## config.mk

```make
export PLATFORM = sky130hd
export DESIGN_NAME = pipeline_ctrl
export DESIGN_NICKNAME = d
export VERILOG_FILES = /design/src/rtl/pipeline_ctrl_pkg.sv /design/src/rtl/pipeline_ctrl_hazard_detect.sv /design/src/rtl/pipeline_ctrl.sv
export SDC_FILE = /design/constraint.sdc
export NUM_CORES = 1
export LEC_CHECK = 0
export CORE_ASPECT_RATIO = 0.6
export CORE_MARGIN = 10
export CORE_UTILIZATION = 44
export DETAILED_ROUTE_END_ITERATION = 8
export GPL_ROUTABILITY_DRIVEN = 0
export PLACE_DENSITY = 0.77
export SETUP_SLACK_MARGIN = 0.15
export SYNTH_ARGS = -nofsm -noshare
export SYNTH_HDL_FRONTEND = slang
export SYNTH_SLANG_ARGS = --single-unit
```

## constraint.sdc

```tcl
create_clock -name clk -period 2.1 [get_ports clk]
set_clock_uncertainty 0.15 [all_clocks]
set_input_delay 0.315 -clock clk [delete_from_list [all_inputs] [get_ports clk]]
set_output_delay 0.315 -clock clk [all_outputs]
set_load 0.02 [all_outputs]
```

## src/rtl/pipeline_ctrl_pkg.sv

```systemverilog
// Shared types and constants for the pipeline stall/flush controller.
package pipeline_ctrl_pkg;

    typedef enum logic [1:0] {
        ST_RUN      = 2'd0,
        ST_MEM_WAIT = 2'd1,
        ST_ERROR    = 2'd2
    } state_t;

    // Bit positions inside the 3-bit operand-use code of the ID instruction.
    localparam int FWD_RS1 = 2;
    localparam int FWD_RS2 = 1;
    localparam int FWD_RD  = 0;

    localparam int REG_ADDR_W_DEF = 5;

endpackage

```

## src/rtl/pipeline_ctrl_hazard_detect.sv

```systemverilog
// Load-use hazard compare between the load in EX and the operands read in ID.
// Purely combinational, zero latency, no flow control.
module hazard_detect
    import pipeline_ctrl_pkg::*;
#(
    parameter int REG_ADDR_W = REG_ADDR_W_DEF
) (
    input  logic                  ex_mem_read,
    input  logic [REG_ADDR_W-1:0] ex_rd,
    input  logic [REG_ADDR_W-1:0] id_rs1,
    input  logic [REG_ADDR_W-1:0] id_rs2,
    input  logic [2:0]            id_fwd_risk,
    output logic                  load_use
);

    logic rs1_hit;
    logic rs2_hit;

    always_comb begin
        rs1_hit  = id_fwd_risk[FWD_RS1] && (id_rs1 == ex_rd);
        rs2_hit  = id_fwd_risk[FWD_RS2] && (id_rs2 == ex_rd);
        // x0 is never a real destination, so a load to it cannot create a hazard.
        load_use = ex_mem_read && (ex_rd != '0) && (rs1_hit || rs2_hit);
    end

endmodule

```

## src/rtl/pipeline_ctrl.sv

```systemverilog
// Pipeline stall/flush controller (RUN/MEM_WAIT/ERROR FSM); enables and flushes are combinational, 0-cycle.
// PIPELINE_CTRL_PERF_EN adds 32-bit stall_cnt/flush_cnt performance counters.
module pipeline_ctrl
    import pipeline_ctrl_pkg::*;
#(
    parameter int REG_ADDR_W  = REG_ADDR_W_DEF,
    parameter int TIMEOUT_CYC = 255
) (
    input  logic                  clk,
    input  logic                  rst_n,
    input  logic [REG_ADDR_W-1:0] id_rs1,
    input  logic [REG_ADDR_W-1:0] id_rs2,
    input  logic [2:0]            id_fwd_risk,
    input  logic                  ex_mem_read,
    input  logic [REG_ADDR_W-1:0] ex_rd,
    input  logic                  ex_redirect,
    input  logic                  dmem_req,
    input  logic                  dmem_ack,
    output logic                  pc_en,
    output logic                  if_id_en,
    output logic                  id_ex_en,
    output logic                  ex_mem_en,
    output logic                  mem_wb_en,
    output logic                  if_id_flush,
    output logic                  id_ex_flush,
    output logic                  mem_wb_flush,
    output logic                  mem_timeout_err
`ifdef PIPELINE_CTRL_PERF_EN
    ,
    output logic [31:0]           stall_cnt,
    output logic [31:0]           flush_cnt
`endif
);

    localparam logic [15:0] TMO = 16'(TIMEOUT_CYC);

    state_t      state_q, state_d;
    logic [15:0] cnt_q, cnt_d;
    logic        err_q, err_d;
    logic        load_use;
    logic        run_rules;
    logic        redirect_act;

    hazard_detect #(.REG_ADDR_W(REG_ADDR_W)) u_hazard (
        .ex_mem_read (ex_mem_read),
        .ex_rd       (ex_rd),
        .id_rs1      (id_rs1),
        .id_rs2      (id_rs2),
        .id_fwd_risk (id_fwd_risk),
        .load_use    (load_use)
    );

    always_comb begin
        state_d   = state_q;
        cnt_d     = cnt_q;
        err_d     = err_q;
        run_rules = 1'b0;
        unique case (state_q)
            ST_RUN: begin
                if (dmem_req && !dmem_ack) begin
                    state_d = ST_MEM_WAIT;
                    cnt_d   = '0;
                end else begin
                    run_rules = 1'b1;
                end
            end
            ST_MEM_WAIT: begin
                // The ack cycle already behaves as RUN so the pipeline resumes without a bubble.
                if (dmem_ack) begin
                    state_d   = ST_RUN;
                    run_rules = 1'b1;
                end else begin
                    cnt_d = cnt_q + 16'd1;
                    if (cnt_d == TMO) begin
                        state_d = ST_ERROR;
                        err_d   = 1'b1;
                    end
                end
            end
            ST_ERROR: ;
            default: state_d = ST_RUN;
        endcase
    end

    always_comb begin
        pc_en        = 1'b0;
        if_id_en     = 1'b0;
        id_ex_en     = 1'b0;
        ex_mem_en    = 1'b0;
        mem_wb_en    = 1'b0;
        if_id_flush  = 1'b0;
        id_ex_flush  = 1'b0;
        mem_wb_flush = 1'b1;
        redirect_act = 1'b0;
        if (!rst_n) begin
            if_id_flush = 1'b1;
            id_ex_flush = 1'b1;
        end else if (run_rules) begin
            pc_en        = 1'b1;
            if_id_en     = 1'b1;
            id_ex_en     = 1'b1;
            ex_mem_en    = 1'b1;
            mem_wb_en    = 1'b1;
            mem_wb_flush = 1'b0;
            // Redirect wins: the stalled ID instruction is on the wrong path anyway.
            if (ex_redirect) begin
                if_id_flush  = 1'b1;
                id_ex_flush  = 1'b1;
                redirect_act = 1'b1;
            end else if (load_use) begin
                pc_en       = 1'b0;
                if_id_en    = 1'b0;
                id_ex_flush = 1'b1;
            end
        end
    end

    always_ff @(posedge clk or negedge rst_n) begin
        if (!rst_n) begin
            state_q <= ST_RUN;
            cnt_q   <= '0;
            err_q   <= 1'b0;
        end else begin
            state_q <= state_d;
            cnt_q   <= cnt_d;
            err_q   <= err_d;
        end
    end

    assign mem_timeout_err = err_q;

`ifdef PIPELINE_CTRL_PERF_EN
    logic [31:0] stall_cnt_q, stall_cnt_d;
    logic [31:0] flush_cnt_q, flush_cnt_d;

    always_comb begin
        stall_cnt_d = stall_cnt_q;
        flush_cnt_d = flush_cnt_q;
        if (!pc_en && (state_q != ST_ERROR)) begin
            stall_cnt_d = stall_cnt_q + 32'd1;
        end
        if (redirect_act) begin
            flush_cnt_d = flush_cnt_q + 32'd1;
        end
    end

    always_ff @(posedge clk or negedge rst_n) begin
        if (!rst_n) begin
            stall_cnt_q <= '0;
            flush_cnt_q <= '0;
        end else begin
            stall_cnt_q <= stall_cnt_d;
            flush_cnt_q <= flush_cnt_d;
        end
    end

    assign stall_cnt = stall_cnt_q;
    assign flush_cnt = flush_cnt_q;
`endif

endmodule

```

**Yosys cells after proc, flatten, opt, wreduce, memory -nomap -nowiden**

Cells that the tools add are included.

- Bits in registers: 19
- Logic and storage cells: 52

- Add/subtract/negate cells: 1
- Equality and inequality tests: 8
- Mux-type cells: 25
- Bitwise logic cells: 2
- Reduce and logical (&&, ||, !) cells: 13

Operators with widths:

| operator | count |
|---|---|
| 16-bit 2-to-1 mux | 2 |
| 16-bit case mux with 2 select lines | 1 |
| 1-bit 2-to-1 mux | 17 |
| 16-bit by 1-bit adder with 16-bit output, second input constant | 1 |
| 16-bit by 8-bit == test with 1-bit output, second input constant | 1 |
| 5-bit == test | 2 |
| 3-bit AND reduction | 3 |
| 2-bit 2-to-1 mux | 3 |
| 2-bit case mux with 3 select lines | 1 |
| 1-bit logical AND | 5 |
| 5-bit nonzero test | 1 |
| 2-bit inequality test, second input constant | 2 |
| 3-bit inequality test, second input constant | 1 |
| 2-bit by 1-bit == test with 1-bit output, second input constant | 1 |
| 2-bit == test, second input constant | 1 |
| 2-bit zero test | 1 |
| 1-bit inverter | 2 |
| 1-bit case mux with 2 select lines | 1 |
| 2-bit nonzero test | 1 |
| 1-bit zero test | 1 |
| 1-bit logical OR | 1 |

**Longest topological paths before layout**

- Depth after elaboration: 8
- Mapped depth: 7

**Hierarchy**

A second synthesis with hierarchy kept.

- Cell total of the unflattened synthesis: 177
- Area total of the unflattened synthesis: 1470.2 um^2

Modules (own cells, without submodules):

| module | instances | cells an instance | area each (um^2) |
|---|---|---|---|
| pipeline_ctrl | 1 | 160 | 1336.3 |
| hazard_detect | 1 | 17 | 133.9 |

**Worst setup path before layout**

Ideal clock, no wire load.

- Kind: in2out
- Start: input ex_rd[1]
- End: output id_ex_flush
- Arrival: 1823 ps
- Required time: 1635 ps
- Path slack: -188 ps
- Stages: 5
- Buffers on the path: 0
- Cells stage by stage: xor2_1 nor4_1 and3_1 o221ai_1 o311ai_0

- Word-level cells in the longest chain between the ends: 8
- Elaborated cells on any way between the ends: 12
- Those cells by class: eq/ne: 2; mux: 4; reduce/logical: 6

Ends and longest elaborated chain:

| element | RTL line | text |
|---|---|---|
| start, declared | pipeline_ctrl.sv:15 | `input logic [REG_ADDR_W-1:0] ex_rd,` |
| 5-bit == test (on tied branches) | pipeline_ctrl_hazard_detect.sv:20, pipeline_ctrl_hazard_detect.sv:21 |  |
| 1-bit logical AND (on tied branches) | pipeline_ctrl_hazard_detect.sv:20, pipeline_ctrl_hazard_detect.sv:21 |  |
| 1-bit logical OR | pipeline_ctrl_hazard_detect.sv:23 | `load_use = ex_mem_read && (ex_rd != '0) && (rs1_hit \|\| rs2_hit);` |
| 1-bit logical AND * | pipeline_ctrl_hazard_detect.sv:23 |  |
| 1-bit 2-to-1 mux * | pipeline_ctrl.sv:110 | `end else if (load_use) begin` |
| 1-bit 2-to-1 mux * | pipeline_ctrl.sv:106 | `if (ex_redirect) begin` |
| 1-bit 2-to-1 mux * | pipeline_ctrl.sv:98 | `end else if (run_rules) begin` |
| 1-bit 2-to-1 mux * | pipeline_ctrl.sv:95 | `if (!rst_n) begin` |
| end, declared | pipeline_ctrl.sv:25 | `output logic id_ex_flush,` |

Every way passes the cells marked *; elsewhere a longest branch is shown, timed or not.

**Worst setup path in the final report**

- Start: input id_rs1[1]
- End: output id_ex_flush

- Word-level cells in the longest chain between the ends: 8

Ends and longest elaborated chain:

| element | RTL line | text |
|---|---|---|
| start, declared | pipeline_ctrl.sv:11 | `input logic [REG_ADDR_W-1:0] id_rs1,` |
| 5-bit == test | pipeline_ctrl_hazard_detect.sv:20 | `rs1_hit = id_fwd_risk[FWD_RS1] && (id_rs1 == ex_rd);` |
| 1-bit logical AND | pipeline_ctrl_hazard_detect.sv:20 |  |
| 1-bit logical OR | pipeline_ctrl_hazard_detect.sv:23 |  |
| 1-bit logical AND | pipeline_ctrl_hazard_detect.sv:23 |  |
| 1-bit 2-to-1 mux | pipeline_ctrl.sv:110 |  |
| 1-bit 2-to-1 mux | pipeline_ctrl.sv:106 |  |
| 1-bit 2-to-1 mux | pipeline_ctrl.sv:98 |  |
| 1-bit 2-to-1 mux | pipeline_ctrl.sv:95 |  |

No other way between the ends.

==> summary.md <==
| Metric | Value |
|---|---|
| Synthesized net count | `181` |
| Die span in x | `90.7 µm` |
| IO Port Bufs | `31` |
| Maximum frequency from static timing analysis | `0.483 GHz` |
| Per-instance average area after synthesis | `8.51 µm²` |
| Leak pwr | `0.000794 µW` |
| Number of unique standard cell types used by synthesis | `40` |
| Share of final-layout standard cells stronger than drive strength 1 | `33.2%` |
| Internal power consumption | `553 µW` |
| Combinational family with the most area after synthesis | `simple AND/OR/NAND/NOR gates` |
| Final routed DRC violation total | `0` |
| Worst hold path class | `in2async` |
| Maximum number of buffers from clock root to sink | `2` |
| Post-synthesis mux area share | `0.759%` |
| Core footprint | `2870 µm²` |
| Antenna Violating Nets Remaining | `0` |
| Max FO, Critical Path | `2` |
| Highest ir drop seen on vdd | `0.331 mV` |
| Worst path max stage delay | `0.29 ns` |
| Layout overhead on the synthesized area | `47.1%` |
| Total power density per cell area | `375 nW/µm²` |
| Worst-Margin Slew | `0.644 ns` |
| Top cell type by total area after synthesis | `sky130_fd_sc_hd__dfrtp_1` |
| Ordered list of cells on the worst path | `buf_6 > xor2_1 > nor4_2 > and3_1 > o221ai_2 > o311ai_2 > buf_4` |
| Critical R2R Launch | `cnt_q[0]` |
| Synthesis warning total | `0` |
| Total congestion overflow after global routing | `0` |
| Crit path from | `id_rs1[1]` |
| Sw power | `173 µW` |
| Max-slew violations | `0` |
| Global Route Usage Sum | `14.6%` |
| Data arrival time of the critical path | `1.61 ns` |
| Clock group share of total power | `36.3%` |
| Adder and majority gate portion of the synthesized area | `1.90%` |
| Relative slew margins | `56.8%` |
| Register share of total power | `50.7%` |
| Cell types occupying the most area after synthesis | `sky130_fd_sc_hd__dfrtp_1, sky130_fd_sc_hd__o21ai_0, sky130_fd_sc_hd__nand2_1, sky130_fd_sc_hd__xor2_1, sky130_fd_sc_hd__xnor2_1` |
| Layout filler cell count | `207` |
| Wire length per cell | `18.2 µm` |
| Register cell area after layout | `479 µm²` |
| Share of the clock period used by the worst path after layout | `98.6%` |
| Fraction of the mapped netlist area in simple logic gates | `26.6%` |
| Routed vias | `1453` |
| Setup repair after global routing missed its margin | `true` |
| Number of setup violations in the final report | `0` |
| Number of buffers inserted during clock tree synthesis | `3` |
| Fraction of synthesized cell area taken by the top area cell type | `36.1%` |
| Worst path slowest cell | `sky130_fd_sc_hd__nor4_2` |
| Core Rows | `15` |
| Full die area | `5660 µm²` |
| Endpoints failing hold | `0` |
| Antenna violations before repair | `0` |
| Startpoint type of the worst setup path | `primary input` |
| Number of I/O pins | `33` |
| Run status | `finished, final reports clean` |
| HPWL Detailed | `3210 µm` |
| Insertion delay of the later-clocked pin in the worst-skew pair | `0.27 ns` |
| Leading cell type in the layout, fill and taps excluded | `sky130_fd_sc_hd__nand2_1` |
| Number of standard cells after synthesis | `155` |
| Post-Place Cells | `234` |
| Required time worst endpoint | `1.63 ns` |
| Number of hold buffers added after cts | `0` |
| Number of nets in the layout | `226` |
| Number of global-route vias before repair | `1440` |
| Ant diodes | `0` |
| Post-synthesis instance area | `1320 µm²` |
| Clock transition at the registers of the reported paths | `0.07 ns` |
| Overall routed net length | `4400 µm` |
| Number of vias per cell after detailed routing | `6.03` |
| Kind of capture point of the worst setup path | `primary output` |
| Die outline height | `62.4 µm` |
| Compound-cell area share of the yosys netlist | `20.4%` |
| Area taken by multi-input logic gates | `918 µm²` |
| Maximum number of pins on one net before global-route repair | `17` |
| Switching part of the total power | `23.9%` |
| CTS sink count | `19` |
| Initial cell density of the core | `45.9%` |
| CTS H-Tree Depth | `1` |
| Detailed-routing iteration count for the pre-antenna-repair pass | `4` |
| Highest-count cells in the layout ignoring fill and taps | `sky130_fd_sc_hd__nand2_1, sky130_fd_sc_hd__o21ai_0, sky130_fd_sc_hd__buf_4` |
| Power after layout | `726 µW` |
| Xor/xnor share of the synthesized area | `9.96%` |
| TritonCTS clock tree | `built` |
| Post-synthesis sequential element count | `19` |
| Proportion of synthesized chip area in sequential cells | `36.1%` |
| Critical path class | `in2out` |
| Max-Cap Viols | `0` |
| Final cell count without fillers | `241` |
| Starting DRT DRC Count | `190` |
| Comb pwr share | `12.9%` |
| First-pass GRT wire length | `6920 µm` |
| Clock tree root driver cell | `sky130_fd_sc_hd__clkbuf_8` |
| Final critical-path required period | `2.07 ns` |
[worst max-delay path: cells and delay by family]
family | cells | cell delay, ns
XOR/XNOR | 1 | 0.16
AO/OA/AOI/OAI | 2 | 0.35
buffers and inverters | 2 | 0.28
AND/OR/NAND/NOR | 2 | 0.51
[metal layers]
metal | routed length [µm] | GRT usage [%] | vias up
met5 | 0 | 0 | -
met4 | 110 | 4.94 | 0
met3 | 367 | 5.16 | 17
met2 | 2180 | 23.9 | 69
met1 | 1740 | 17.3 | 704
li1 | - | - | 663
[final cells by class]
type / instances / area share (%)
multi-input cells: 124 / 47.4
flip-flops and latches: 19 / 24.7
repair buffers: 48 / 22.1
well taps: 42 / 2.71
clock buffers: 4 / 2.32
inverters: 4 / 0.774
[sequential cells by signal, summed over array words and instances (netlist names)]
name             flops
cnt_q               16
state_q              2
mem_timeout_err      1
[worst paths after layout]
path,end,slack [ns],cells past startpoint
min in group clk,mem_timeout_err,0.34,1
max in group asynchronous,cnt_q[0],1.29,2
hold / removal,state_q[1],0.26,2
hold reg to reg,mem_timeout_err,0.34,1
setup / recovery,id_ex_flush,0.03,7
setup reg to reg,state_q[0],0.07,6
[cell usage after synthesis]
cell                        number
sky130_fd_sc_hd__nor4_1          5
sky130_fd_sc_hd__a21oi_1         1
sky130_fd_sc_hd__nand2_2         1
sky130_fd_sc_hd__ha_1            2
sky130_fd_sc_hd__mux2i_1         1
sky130_fd_sc_hd__xnor2_1         6
sky130_fd_sc_hd__and4_1          1
sky130_fd_sc_hd__or4_1           1
sky130_fd_sc_hd__and2_1          2
sky130_fd_sc_hd__a21bo_2         1
sky130_fd_sc_hd__nand3_1         4
sky130_fd_sc_hd__o21ai_0        24
sky130_fd_sc_hd__inv_1           4
sky130_fd_sc_hd__o21a_1          2
sky130_fd_sc_hd__nor4bb_1        2
sky130_fd_sc_hd__o21bai_1        1
sky130_fd_sc_hd__nand3_4         1
sky130_fd_sc_hd__o31ai_1         3
sky130_fd_sc_hd__o22ai_1         1
sky130_fd_sc_hd__and2_2          1
sky130_fd_sc_hd__a31oi_1         1
sky130_fd_sc_hd__nand2_1        21
sky130_fd_sc_hd__buf_4           3
sky130_fd_sc_hd__buf_1           1
sky130_fd_sc_hd__nand4_1         7
sky130_fd_sc_hd__nor3_1          6
sky130_fd_sc_hd__dfrtp_1        19
sky130_fd_sc_hd__nor3b_1         1
sky130_fd_sc_hd__clkbuf_2        1
sky130_fd_sc_hd__clkbuf_1        3
sky130_fd_sc_hd__xor2_1          9
sky130_fd_sc_hd__o221ai_1        1
sky130_fd_sc_hd__o41ai_1         3
sky130_fd_sc_hd__a2111oi_2       1
sky130_fd_sc_hd__a22o_1          2
sky130_fd_sc_hd__or3_1           2
sky130_fd_sc_hd__and2b_1         2
sky130_fd_sc_hd__o311ai_0        1
sky130_fd_sc_hd__and3_1          2
sky130_fd_sc_hd__nor2_1          5
[kinds of logic after synthesis]
group	Yosys count
xor+xnor	15
simple gates	64
buf+inv	12
compound gates	42
fa+ha+maj	2
flops	19
mux	1
[power by group through the flow]
stage	clock network (µW)	registers (µW)	logic [µW]
after detailed placement	0	375	94.4
after floorplan	0	375	22.1
after global placement	0	375	88.8
after global routing	287	369	101
final	264	369	93.8
after CTS	266	369	90.3
[stage by stage]
stage          util, %  instance area [µm²]  hold slack [ns]  setup WS [ns]  TNS, ns
4_1_cts           64.3                 1850            0.268        -0.0643  -0.0643
3_5_place_dp      61.9                 1780            0.312         -0.922    -4.09
6_report          67.5                 1940            0.265         0.0290        0
3_3_place_gp      61.9                 1780            0.311         -0.822    -3.66
5_1_grt           67.5                 1940            0.264        -0.0465  -0.0530
2_1_floorplan        -                 1340           -0.131          0.121        0
[timing repair]
| item | CTS | global route |
|---|---|---|
| setup endpoints to repair | 11 | 15 |
| pin swaps | 19 | 15 |
| setup buffers | 2 | 1 |
| resized for setup | 92 | 31 |
Power figures use the tool's default switching activity.
